--- config.mk ---
export PLATFORM = sky130hd
export DESIGN_NAME = wb_reg_file
export DESIGN_NICKNAME = d
export VERILOG_FILES = /design/src/rtl/wb_reg_file.sv
export SDC_FILE = /design/constraint.sdc
export NUM_CORES = 2
export LEC_CHECK = 0
export ABC_AREA = 1
export BUFFER_PORTS_ARGS = -buffer_cell sky130_fd_sc_hd__buf_2
export CAP_MARGIN = 20
export CORE_MARGIN = 5
export CORE_UTILIZATION = 50
export DETAILED_ROUTE_END_ITERATION = 10
export PLACE_DENSITY = 0.66
export REMOVE_ABC_BUFFERS = 1
export SLEW_MARGIN = 15
export SYNTH_ARGS = -nofsm -noshare
export SYNTH_HDL_FRONTEND = slang
export SYNTH_SLANG_ARGS = --single-unit
--- constraint.sdc ---
create_clock -name clk -period 35.1 [get_ports clk]
set_input_delay 0 -clock clk [delete_from_list [all_inputs] [get_ports clk]]
set_output_delay 0 -clock clk [all_outputs]
set_load 0.05 [all_outputs]
--- src/rtl/wb_reg_file.sv ---
// wb_reg_file: 2**ADDR_W x DATA_W register file with a 2-bit pending-write scoreboard per register.
// Define REGFILE_BYPASS_EN to add write-through bypass from the write-back port to both read ports.
module wb_reg_file #(
  parameter int DATA_W = 32,
  parameter int ADDR_W = 5
) (
  input  logic              clk,
  input  logic              reset,
  input  logic              reg_write,
  input  logic [ADDR_W-1:0] write_reg,
  input  logic [DATA_W-1:0] write_data_reg,
  input  logic [ADDR_W-1:0] read_reg_1,
  input  logic [ADDR_W-1:0] read_reg_2,
  output logic [DATA_W-1:0] read_data_1,
  output logic [DATA_W-1:0] read_data_2,
  input  logic              issue_valid,
  input  logic [ADDR_W-1:0] issue_reg,
  output logic              stall,
  output logic              sb_err
);
  localparam int N = 2**ADDR_W;
  logic [DATA_W-1:0] regs_q [N];
  logic [1:0]        cnt_q  [N];
  logic [1:0]        cnt_d  [N];
  logic              sb_err_q, sb_err_d;
  logic              wr_en, iss_en, same, byp_1, byp_2, busy_1, busy_2;
  assign wr_en  = reg_write && write_reg != '0;
  assign iss_en = issue_valid && issue_reg != '0;
  assign same   = wr_en && iss_en && write_reg == issue_reg;
  // an issue and a write-back to the same register cancel, so at most one of inc/dec applies per entry
  always_comb begin
    cnt_d[0] = '0;
    for (int i = 1; i < N; i++) begin
      cnt_d[i] = cnt_q[i];
      if (!same && iss_en && issue_reg == ADDR_W'(i) && cnt_q[i] != 2'd3) cnt_d[i] = cnt_q[i] + 2'd1;
      if (!same && wr_en && write_reg == ADDR_W'(i) && cnt_q[i] != 2'd0) cnt_d[i] = cnt_q[i] - 2'd1;
    end
  end
  assign sb_err_d = sb_err_q | (iss_en && !same && cnt_q[issue_reg] == 2'd3);
`ifdef REGFILE_BYPASS_EN
  assign byp_1 = !reset && wr_en && write_reg == read_reg_1;
  assign byp_2 = !reset && wr_en && write_reg == read_reg_2;
`else
  assign byp_1 = 1'b0;
  assign byp_2 = 1'b0;
`endif
  // the last outstanding write retiring this cycle no longer blocks a bypassed port
  assign busy_1 = read_reg_1 != '0 && cnt_q[read_reg_1] != 2'd0 && !(byp_1 && cnt_q[read_reg_1] == 2'd1);
  assign busy_2 = read_reg_2 != '0 && cnt_q[read_reg_2] != 2'd0 && !(byp_2 && cnt_q[read_reg_2] == 2'd1);
  assign stall  = busy_1 | busy_2;
  assign sb_err = sb_err_q;
  assign read_data_1 = read_reg_1 == '0 ? '0 : byp_1 ? write_data_reg : regs_q[read_reg_1];
  assign read_data_2 = read_reg_2 == '0 ? '0 : byp_2 ? write_data_reg : regs_q[read_reg_2];
  always_ff @(posedge clk or posedge reset) begin
    if (reset) begin
      for (int i = 0; i < N; i++) begin
        regs_q[i] <= '0;
        cnt_q[i]  <= '0;
      end
      sb_err_q <= 1'b0;
    end else begin
      if (wr_en) regs_q[write_reg] <= write_data_reg;
      for (int i = 0; i < N; i++) cnt_q[i] <= cnt_d[i];
      sb_err_q <= sb_err_d;
    end
  end
endmodule

==> reports/qor.yml <==
detailed_routing:
  met3_length_um: 29700
  antenna_left: 0
  drtIter0Drc: 8701
  maxUsedRoutingLayer: "met5"
  drc: 0
  met1_length_um: 93400
  vias: 61300
  dr.pass1.iters: 6
  wl_um: 240000
  wl_per_cell_um: 24.2
  via_per_inst: 6.17
  route.met2.wl_um: 103000
clocking:
  cts_buffer_depth: 3
  clkTransAtPathRegs_ns: 0.06
  cts_sinks: 1087
  cts_max_level: 3
  clock_latency_ns: 0.73
  cts_tree: "yes"
  numCtsBuffers: 120
  cts-root-buf: "clkbuf_16"
grt:
  grt_antenna_before_repair: 4
  grt_usage: 0.365
  grt_pass1_vias: 56800
  grt_pass1_wl_um: 358000
  grt_overflow: 0
  grt_max_degree: 261
timing:
  tns_ns: 0
  holdWs_ns: -0.000594
  fin_ws_ns: 30.50
  slew_headroom: 0.195
  period_minus_slack_ns: 4.60
  slew_violations: 0
  fin_worst_skew_ns: 0.0189
  hold_violations: 1
  max_freq_mhz: 217
  finalCritPeriodShare: 0.131
  rsz0062_at_grt: "false"
  worst_slew_pin_slew_ns: 1.20
  setup-violations-final: 0
worst_setup_path:
  reg2regPathDepth: 10
  startpoint: "read_reg_1[1]"
  arrival_ns: 4.60
  critPathKind: "in -> out"
  cp_max_fo: 99
  cp-end-kind: "output pin"
  required_ns: 35.10
  r2r-start: "cnt_q[21]"
  critPathLaunchType: "input port"
pwr:
  p_sw_uw: 1290
  p_total_uw: 3870
  swShare: 0.334
  leakage_uw: 0.0303
  combPwrFrac: 0.218
  seqPwrFrac: 0.435
  power_density_nw_per_um2: 58.6
  vdd_ir_drop_max_v: 0.0000410
  p_clk_frac: 0.347
  p_int_uw: 2580
floorplan:
  start_util: 0.501
  fp.dieW_um: 359
  die_y_um: 359
  coreArea_um2: 121000
  num_rows: 128
  dieArea_um2: 129000
  ios: 122
logic_synthesis:
  netlist.area_leader.share: 0.448
  synth_warnings: 0
  synth_cells: 8543
  syn_area_um2: 60800
  synth_area_per_cell_um2: 7.11
  synth_top_area_cell: "dfrtp_1"
  synth.distinct_cells: 40
  synthTopCellsByArea: "dfrtp_1, o21ai_0, nand2_1"
  synth-edff-count: 0
  ys_ff_latch: 1087
  ys_seq_area_frac: 0.448
  synth_ff_type: "dfrtp_1"
  async_flop_share: 1.00
  synth_commonest_cells: "nand2_1, o21ai_0, dfrtp_1"
  yosysMostFrequentCell: "nand2_1"
placed_design:
  dp_hpwl_um: 129000
  numPortBuffers: 121
  place_congestion: 0.887
  dpl_worst_slack_ns: 30.71
outcome:
  status: "finished, violations left"
  failed_checks: "negative hold slack"
hold_path:
  hp-class: "in -> async"
cells_and_area:
  finalCoreUtilization: 0.545
  fillers: 11600
  area_delta_synth_final_pct: 8.74
  post_route_cells_drive_above_1_share: 0.0617
  nets: 8263
job:
  max_cap_viol_count: 0
power by group through the flow:
stage / clock [µW] / sequential (µW) / combinational [µW]
2_1_floorplan: 0 / 1670 / 578
3_3_place_gp: 0 / 1690 / 797
3_5_place_dp: 0 / 1690 / 819
4_1_cts: 1350 / 1680 / 828
5_1_grt: 1400 / 1710 / 949
6_report: 1340 / 1680 / 844
layout by cell type, fill, tap and decap left out, types with 6 or more instances in the layout:
cell type,instances
nand2_1,1987
o21ai_0,1710
dfrtp_1,1087
inv_1,820
a21oi_1,769
nand3_1,521
nor2_1,424
clkbuf_16,121
buf_2,114
buf_4,112
o211ai_1,93
a22oi_1,69
nand4_1,60
o22ai_1,46
dlygate4sd3_1,45
o21ai_1,43
o221ai_1,43
clkinv_2,31
nor2_4,29
clkbuf_8,28
clkbuf_1,21
inv_2,17
o2111ai_1,15
bufinv_16,13
clkinv_1,12
nor2_2,8
a211oi_1,7
inv_6,6
cells by family (layout without fill, tap and decap cells):
group / count (synthesis) / in the layout / synth area share
xor+xnor: 1 / 1 / 0.000144
compound gates: 2812 / 2812 / 0.244
buf+inv: 1597 / 1362 / 0.105
flops: 1087 / 1087 / 0.448
simple gates: 3046 / 3046 / 0.203
other cells: 0 / 3 / 0
path summary, 6_finish.rpt:
check                                  endpoint  slack, ns
worst max-delay path            read_data_1[17]      30.50
worst min register to register     regs_q[1000]       0.38
worst max register to register           sb_err      33.62
min in group clk                    regs_q[543]       0.06
max in group asynchronous           regs_q[146]      31.30
worst min-delay path                regs_q[215]    -0.0006
critical path: stages:
cell	delay (ns)
buf_4	0.18
inv_8	0.52
nand2_8	0.62
inv_6	1.04
buf_4	0.82
a22oi_1	0.14
o21ai_0	0.13
nand2_1	0.07
nand3_1	0.11
nand2_1	0.05
nor2_1	0.43
buf_2	0.36
what timing repair did:
action	in CTS	in global routing
hold buffers	45	0
setup buffers	0	0
endpoints found under the setup margin	0	0
hold endpoints to repair	1058	0
resized for setup	0	0
routing by layer:
metal / global-route usage / vias up
li1: - / 27500
met1: 0.495 / 28900
met2: 0.553 / 4081
met3: 0.0830 / 781
met4: 0.185 / 2
met5: 0 / -
sequential cells by signal, summed over array words and instances, names as in the netlist:
| name | count |
|---|---|
| sb_err | 1 |
| cnt_q | 62 |
| regs_q | 1024 |
cell type report:
| type | count | area (µm²) | share of cell area |
|---|---|---|---|
| repair buffers | 280 | 2030 | 0.0307 |
| clock inverters | 53 | 654 | 0.00990 |
| clock buffers | 170 | 3490 | 0.0528 |
| diodes | 3 | 7.51 | 0.000114 |
| multi-input cells | 5859 | 27400 | 0.415 |
| flip-flops and latches | 1087 | 27200 | 0.412 |
| inverters | 859 | 3270 | 0.0495 |
| well taps | 1625 | 2030 | 0.0308 |
per-stage QoR:
stage / std cells / instance area, µm²
after floorplan: 7805 / 57600
after global placement: 9663 / 61400
after detailed placement: 9663 / 61400
after CTS: 9931 / 66000
after global routing: 9933 / 66100
final: 9936 / 66100
No activity file was read; power rests on OpenSTA's default activity.
